`src/rtl/matmul_pkg.sv`:
```
// Shared types and constants for the 3x3 matrix-multiply sequencer.
// It also provides the row-major flat index helper and the dimension range check.
package matmul_pkg;

  localparam int MAXDIM = 3;
  localparam int DIMW   = 6;
  localparam int IDXW   = 4;
  localparam int CNTW   = $clog2(MAXDIM);

  typedef enum logic [1:0] {
    ST_IDLE  = 2'd0,
    ST_MAC   = 2'd1,
    ST_WRITE = 2'd2,
    ST_DONE  = 2'd3
  } state_e;

  function automatic logic [IDXW-1:0] flat_idx(input logic [CNTW-1:0] row,
                                               input logic [CNTW-1:0] col);
    return IDXW'(row) * IDXW'(MAXDIM) + IDXW'(col);
  endfunction

  function automatic logic dim_ok(input logic [DIMW-1:0] d);
    return (d != '0) && (d <= DIMW'(MAXDIM));
  endfunction

endpackage

```
`src/rtl/matmul_idx_counter.sv`:
```
// Nested i/j/k loop counter for C = A x B.
// k is the inner index, j the column of C and i the row of C; last flags compare each against its dimension.
module matmul_idx_counter
  import matmul_pkg::*;
(
  input  logic            clk,
  input  logic            rst_n,
  input  logic            clr_i,
  input  logic            inc_k_i,
  input  logic            step_i,
  input  logic [DIMW-1:0] n_i,
  input  logic [DIMW-1:0] m_i,
  input  logic [DIMW-1:0] p_i,
  output logic [CNTW-1:0] i_o,
  output logic [CNTW-1:0] j_o,
  output logic [CNTW-1:0] k_o,
  output logic            last_i_o,
  output logic            last_j_o,
  output logic            last_k_o
);

  logic [CNTW-1:0] i_q, j_q, k_q;

  // NOTE: sequential state uses non-blocking assignments so every register samples pre-edge values.
  always_ff @(posedge clk or negedge rst_n) begin
    if (!rst_n) begin
      i_q <= '0;
      j_q <= '0;
      k_q <= '0;
    end else if (clr_i) begin
      i_q <= '0;
      j_q <= '0;
      k_q <= '0;
    end else if (inc_k_i) begin
      k_q <= k_q + CNTW'(1);
    end else if (step_i) begin
      k_q <= '0;
      if (!last_j_o) begin
        j_q <= j_q + CNTW'(1);
      end else if (!last_i_o) begin
        j_q <= '0;
        i_q <= i_q + CNTW'(1);
      end
    end
  end

  assign last_i_o = (DIMW'(i_q) == n_i - DIMW'(1));
  assign last_j_o = (DIMW'(j_q) == p_i - DIMW'(1));
  assign last_k_o = (DIMW'(k_q) == m_i - DIMW'(1));

  assign i_o = i_q;
  assign j_o = j_q;
  assign k_o = k_q;

endmodule

```
`src/rtl/matmul_sequencer.sv`:
```
// Control FSM that walks C = A x B, issuing A/B/C bank indices, MAC enables and the C write strobe.
// Every output decodes from registered state and counters only.
module matmul_sequencer
  import matmul_pkg::*;
(
  input  logic            clk,
  input  logic            rst_n,
  input  logic            start,
  input  logic            abort,
  input  logic [DIMW-1:0] n_in,
  input  logic [DIMW-1:0] m_in,
  input  logic [DIMW-1:0] p_in,
  output logic            busy,
  output logic            done,
  output logic            err,
  output logic [IDXW-1:0] a_idx,
  output logic [IDXW-1:0] b_idx,
  output logic [IDXW-1:0] c_idx,
  output logic            mac_en,
  output logic            mac_first,
  output logic            c_we
);

  state_e          state_q, state_d;
  logic [DIMW-1:0] n_q, n_d, m_q, m_d, p_q, p_d;
  logic            err_q, err_d;
  logic            cnt_clr, cnt_inc_k, cnt_step;
  logic [CNTW-1:0] i_cnt, j_cnt, k_cnt;
  logic            last_i, last_j, last_k;

  matmul_idx_counter u_cnt (
    .clk      (clk),
    .rst_n    (rst_n),
    .clr_i    (cnt_clr),
    .inc_k_i  (cnt_inc_k),
    .step_i   (cnt_step),
    .n_i      (n_q),
    .m_i      (m_q),
    .p_i      (p_q),
    .i_o      (i_cnt),
    .j_o      (j_cnt),
    .k_o      (k_cnt),
    .last_i_o (last_i),
    .last_j_o (last_j),
    .last_k_o (last_k)
  );

  always_ff @(posedge clk or negedge rst_n) begin
    if (!rst_n) begin
      state_q <= ST_IDLE;
      n_q     <= '0;
      m_q     <= '0;
      p_q     <= '0;
      err_q   <= 1'b0;
    end else begin
      state_q <= state_d;
      n_q     <= n_d;
      m_q     <= m_d;
      p_q     <= p_d;
      err_q   <= err_d;
    end
  end

  // NOTE: every signal driven here gets a default first, so no path through the case can infer a latch.
  always_comb begin
    state_d   = state_q;
    n_d       = n_q;
    m_d       = m_q;
    p_d       = p_q;
    err_d     = err_q;
    cnt_clr   = 1'b0;
    cnt_inc_k = 1'b0;
    cnt_step  = 1'b0;
    unique case (state_q)
      ST_IDLE: begin
        if (start && !abort) begin
          n_d     = n_in;
          m_d     = m_in;
          p_d     = p_in;
          cnt_clr = 1'b1;
          if (dim_ok(n_in) && dim_ok(m_in) && dim_ok(p_in)) begin
            err_d   = 1'b0;
            state_d = ST_MAC;
          end else begin
            err_d   = 1'b1;
            state_d = ST_DONE;
          end
        end
      end
      ST_MAC: begin
        if (abort) begin
          cnt_clr = 1'b1;
          state_d = ST_IDLE;
        end else if (last_k) begin
          state_d = ST_WRITE;
        end else begin
          cnt_inc_k = 1'b1;
        end
      end
      ST_WRITE: begin
        if (abort) begin
          cnt_clr = 1'b1;
          state_d = ST_IDLE;
        end else begin
          cnt_step = 1'b1;
          state_d  = (last_j && last_i) ? ST_DONE : ST_MAC;
        end
      end
      ST_DONE: state_d = ST_IDLE;
      default: state_d = ST_IDLE;
    endcase
  end

  assign mac_en    = (state_q == ST_MAC);
  assign c_we      = (state_q == ST_WRITE);
  assign busy      = mac_en || c_we;
  assign done      = (state_q == ST_DONE);
  assign err       = err_q;
  assign mac_first = mac_en && (k_cnt == '0);
  // Indices are forced to zero whenever their strobe is low.
  assign a_idx     = mac_en ? flat_idx(i_cnt, k_cnt) : '0;
  assign b_idx     = mac_en ? flat_idx(k_cnt, j_cnt) : '0;
  assign c_idx     = c_we   ? flat_idx(i_cnt, j_cnt) : '0;

endmodule
```
`config.mk`:
```
export PLATFORM = sky130hd
export DESIGN_NAME = matmul_sequencer
export DESIGN_NICKNAME = d
export VERILOG_FILES = /design/src/rtl/matmul_pkg.sv /design/src/rtl/matmul_idx_counter.sv /design/src/rtl/matmul_sequencer.sv
export SDC_FILE = /design/constraint.sdc
export NUM_CORES = 1
export LEC_CHECK = 0
export ABC_AREA = 1
export CORE_MARGIN = 4
export CORE_UTILIZATION = 40
export DETAILED_ROUTE_END_ITERATION = 8
export PLACE_DENSITY_LB_ADDON = 0.08
export SYNTH_ARGS = -nofsm -noshare
export SYNTH_HDL_FRONTEND = slang
export SYNTH_SLANG_ARGS = --single-unit
```
`constraint.sdc`:
```
create_clock -name clk -period 2.4 [get_ports clk]
set_input_delay 0.6 -clock clk [delete_from_list [all_inputs] [get_ports clk]]
set_output_delay 0.6 -clock clk [all_outputs]
set_load 0.02 [all_outputs]
```
==> results.tsv <==
metric	value	unit
outcome	complete, but fails checks	
violations	setup timing	
required	1800	ps
synth_cell_type_count	27	
yosysSeqAreaShare	0.344	
cts-buffers-inserted	3	
netlist_area	1970	um2
via_per_inst	4.55	
final_common_cell	nand2_1	
grt_pass1_wl	7.48	mm
tightest_slew	355	ps
grt_overflow	0	
switching_power	1.50	mW
clock_power_share	0.080	
cpMaxStageDelayCell	fa_1	
cp-endpoint	b_idx[2]	
setup_ws	-300	ps
ys_warn_count	0	
crit_type	flip-flop to output port	
layout_common_cells	nand2_1, nor2_1, inv_1, dfrtp_1, clkdlybuf4s50_1	
drv_slew	0	
synth_area_leaders	dfrtp_1, nand2_1, ha_1	
p_comb_frac	0.678	
skew	9.17	ps
ys_ff_latch	27	
antenna_found_initial	0	
wl	4.29	mm
leakagePower	1.36	nW
insertion_delay	280	ps
core_area	4750	um2
synth_top_area_frac	0.344	
grt_max_degree	31	
ant_nets	0	
n_antenna_cell	0	
dieArea	6100	um2
cts.sinks	27	
crit_fanout	2	
die_y	78.1	um
initialDrtViolationCount	74	
crit_start	u_cnt.k_o[1]$_DFFE_PN0P_	
cp_cell_sequence	fa_1 > ha_1 > inv_1 > fa_1 > nor2_4 > buf_6	
cts.reportedPaths.clkPinSlew	90	ps
cpPeakStageDelay	540	ps
worst_r2r_endpoint	u_cnt.j_o[1]$_DFFE_PN0P_	
regArea	676	um2
holdBufCountCts	0	
place_inst	381	
hold_slack	490	ps
post-dp-hpwl	3.43	mm
htreeDepth	1	
critical_path.startpoint_type	flip-flop	
p_seq_frac	0.242	
place.gp.congestion	0.774	
synthCells	265	
clk_path_buf_depth	2	
start_util	0.413	
max_slew_margin	0.763	
cts_tree	built	
finalNetCount	364	
syn_to_final_growth	36.9	%
setup_viol	6	
grt_usage	0.153	
cp.depth	6	
top_level_ports	40	
cts_root_buf	clkbuf_8	
rows	25	
reg2regPathDepth	12	
crit_family	adder cells	
critical_path_buf_inv_count	2	
vias	1762	
synth_top_cell_by_area	dfrtp_1	
firstDrtPassIters	4	
timing.setup.tns	-536	ps
port_buffers	39	
drc_errors	0	
place_ws	-502	ps
drv_cap	0	
grt_pass1_vias	1716	
avgSynthCellArea	7.42	um2
path_common_cell	fa_1	
swShare	0.460	
crit_path_end_kind	output port	
chipWidth	78.1	um
reg2reg_setup_slack	610	ps
fin_util	0.566	
r2r_start	u_cnt.k_o[1]$_DFFE_PN0P_	
layout-drive-gt1-share	0.222	
max_clock_freq	370	MHz
ir_drop	0.000392	V
p_int	1.76	mW
fin_cells	387	
period_needed	2700	ps
wl_per_cell	11.1	um
p_per_area	1210	nW/um2
syn-num-nets	308	
finalHoldViolCount	0	
multi_input_area	1190	um2
hold_class	flip-flop to flip-flop	
nFillCells	475	
crit_arrival	2100	ps
rsz0062_at_grt	yes	
fin_crit_sh	1.12	
==> layer usage <==
layer	global-route usage	share of wire	up-vias
li1	-	-	930
met1	0.193	0.46	786
met2	0.265	0.47	40
met3	0.0241	0.047	6
met4	0.0577	0.020	0
met5	0	0	-
==> cell type report <==
| cell class | instances | share of cell area |
|---|---|---|
| Clock inverter | 1 | 0.00186 |
| Clock buffer | 3 | 0.0153 |
| Inverter | 46 | 0.0679 |
| Sequential cell | 27 | 0.251 |
| Tap cell | 67 | 0.0312 |
| Timing Repair Buffer | 55 | 0.190 |
| Multi-Input combinational cell | 188 | 0.442 |
==> power by group through the flow <==
| stage | Combinational, mW | Clock [mW] | Sequential, mW |
|---|---|---|---|
| 6_report | 2.21 | 0.261 | 0.790 |
| 3_3_place_gp | 2.02 | 0 | 0.787 |
| 5_1_grt | 2.50 | 0.294 | 0.828 |
| 3_5_place_dp | 2.05 | 0 | 0.795 |
| 4_1_cts | 2.14 | 0.274 | 0.792 |
| 2_1_floorplan | 1.36 | 0 | 0.797 |
==> synthesized netlist by cell type <==
master / count
inv_1: 43
xor2_1: 2
or2_1: 1
clkbuf_1: 3
nand4_1: 1
buf_2: 1
nor2_2: 5
a21oi_1: 13
nor4_1: 1
o21ai_2: 1
nand3_1: 15
o21bai_1: 2
o21ai_0: 8
nor2_4: 1
o21ai_1: 1
ha_1: 17
nor3_1: 3
nand2_2: 3
nand2_1: 57
inv_4: 1
dfrtp_1: 27
fa_1: 4
nor2_1: 43
xnor2_1: 2
clkinv_2: 1
inv_2: 1
mux2_2: 8
==> cell families after synthesis <==
family / after synthesis / share of synthesized area
flops: 27 / 0.344
mux: 8 / 0.0458
xor+xnor: 4 / 0.0178
fa+ha+maj: 21 / 0.149
simple gates: 130 / 0.278
compound gates: 25 / 0.0681
buf+inv: 50 / 0.0980
==> sequential cells by signal, summed over array words and instances, names as in the netlist <==
signal	flops
p_q	6
u_cnt.k_o	2
n_q	6
u_cnt.i_o	2
u_cnt.j_o	2
m_q	6
err	1
state_q	2
==> repair_timing <==
item / 4_1_cts / 5_1_grt
setup endpoints to repair: 14 / 10
gates resized for setup: 64 / 16
buffers inserted: 0 / 4
pin swaps: 6 / 11
==> stage by stage <==
step | total power, mW | instance area, um2
2_1_floorplan | 2.15 | 1980
3_3_place_gp | 2.81 | 2540
3_5_place_dp | 2.85 | 2540
4_1_cts | 3.20 | 2620
5_1_grt | 3.63 | 2690
6_report | 3.26 | 2690
==> worst min-delay path: stages, from the launching register on <==
cell and delay, ps:
dfrtp_1 350, nand2_1 50, o21ai_0 60
==> how the worst min path moves through the flow <==
stage | startpoint | depth (start not counted) | end
after floorplan | rst_n | 0 | err$_DFFE_PN0P_
after CTS | m_q[3]$_DFFE_PN0P_ | 2 | m_q[3]$_DFFE_PN0P_
after detailed placement | m_q[3]$_DFFE_PN0P_ | 2 | m_q[3]$_DFFE_PN0P_
final | m_q[3]$_DFFE_PN0P_ | 2 | m_q[3]$_DFFE_PN0P_
after global placement | m_q[3]$_DFFE_PN0P_ | 2 | m_q[3]$_DFFE_PN0P_
after global routing | n_q[5]$_DFFE_PN0P_ | 1 | n_q[5]$_DFFE_PN0P_
Power figures use the tool's default switching activity.
==> edit, RTL diff (same settings) <==
Put a register stage on the outputs `busy`, `done`, `a_idx`, `b_idx` and `c_idx`, without a reset. The values now appear one clock later. The other outputs are not delayed to match.
--- a/src/rtl/matmul_sequencer.sv
+++ b/src/rtl/matmul_sequencer.sv
@@ -115,4 +115,2 @@
   assign c_we      = (state_q == ST_WRITE);
-  assign busy      = mac_en || c_we;
-  assign done      = (state_q == ST_DONE);
   assign err       = err_q;
@@ -120,5 +118,9 @@
   // Indices are forced to zero whenever their strobe is low.
-  assign a_idx     = mac_en ? flat_idx(i_cnt, k_cnt) : '0;
-  assign b_idx     = mac_en ? flat_idx(k_cnt, j_cnt) : '0;
-  assign c_idx     = c_we   ? flat_idx(i_cnt, j_cnt) : '0;
+  always_ff @(posedge clk) begin
+    busy  <= mac_en || c_we;
+    done  <= (state_q == ST_DONE);
+    a_idx <= mac_en ? flat_idx(i_cnt, k_cnt) : '0;
+    b_idx <= mac_en ? flat_idx(k_cnt, j_cnt) : '0;
+    c_idx <= c_we   ? flat_idx(i_cnt, j_cnt) : '0;
+  end
 
Behaviour: not the same (a bounded check fails within 4 cycles, from zero or initial values and one cycle with rst_n low).
==> edit against the unedited design <==
  * Power grew 9.2%
  * Final area increased by 7.5%
  * Critical path depth decreased by 3
  * Area after synthesis rose by 16%
  * Die area grew 14%
  * Highest routed layer unchanged
  * Sequential cell count increased by 14
  * Worst setup slack gained 0.39 ns
  * Wire length rose by 3.3%
  * Largest cell class unchanged
==> edit: results (changes against the unedited design) <==
- Outcome: finished, final reports clean
- WL met1: 2.02 mm (+1.6%)
- Largest net degree at the start of global routing: 28 (-9.7%)
- Clk tree area frac: 4.02% (+2.3 points)
- Avg Vias per Cell: 4.46 (-2.0%)
- Placed inst area: 2770 um^2 (+9.1%)
- Post_cts resized: 2 (-97%)
- Setup ws final: 0.0951 ns (+0.395 ns)
- Met3 Usage GRT: 3.16% (+0.75 points)
- Placed insts: 404 (+6.0%)
- Flop and latch count out of synthesis: 41 (+52%)
- Post-Layout Cell Count: 412 (+6.5%)
- Starting DRT DRC Count: 76 (+2.7%)
- Crit path DAT: 1.70 ns (-0.40 ns)
- Depth of the CTS H-tree: 2 (+1)
- Clk pin slew, worst setup/hold paths: 0.07 ns (-0.02 ns)
- Clock buf count: 7 (+4)
- Relative max-transition margin: 76.4% (+0.090 points)
- Sequential fraction of the synthesis area: 41.9% (+7.5 points)
- First-pass GRT wire length: 7.76 mm (+3.8%)
- Met1 Use GR: 16.0% (-3.3 points)
- Wire length on met3: 212 um (+4.4%)
- Final Skew: 0.00947 ns (+0.000303 ns)
- Storage cell area: 956 um^2 (+41%)
- Crit path launch: state_q[0]
- Met2 usage: 24.5% (-2.0 points)
- GRT Total Usage: 13.8% (-1.6 points)
-- edit: cell types whose count changed in the layout (fill, tap and decap cells not counted), sizes merged, moves of 6 or more --
| cell | change |
|---|---|
| o21ai | +10 |
| buf | -22 |
| mux2 | -6 |
| nor2 | -13 |
| clkdlybuf4s50 | +14 |
| dfxtp | +14 |
| nand2 | +16 |
| inv | +13 |
-- edit: kinds of logic after synthesis --
| group | count (synthesis) | synth area share (%) |
|---|---|---|
| simple gates | 132 | 24.7 |
| buf+inv | 62 | 10.4 |
| flops | 41 | 41.9 |
| compound gates | 33 | 8.06 |
| fa+ha+maj | 21 | 12.8 |
| xor+xnor | 3 | 1.15 |
| mux | 2 | 0.987 |
-- edit: where the power goes --
group / internal, W / switching [W]
Combinational: 0.000759 / 0.00106
Sequential: 0.000964 / 0.000206
Clock: 0.000339 / 0.000233
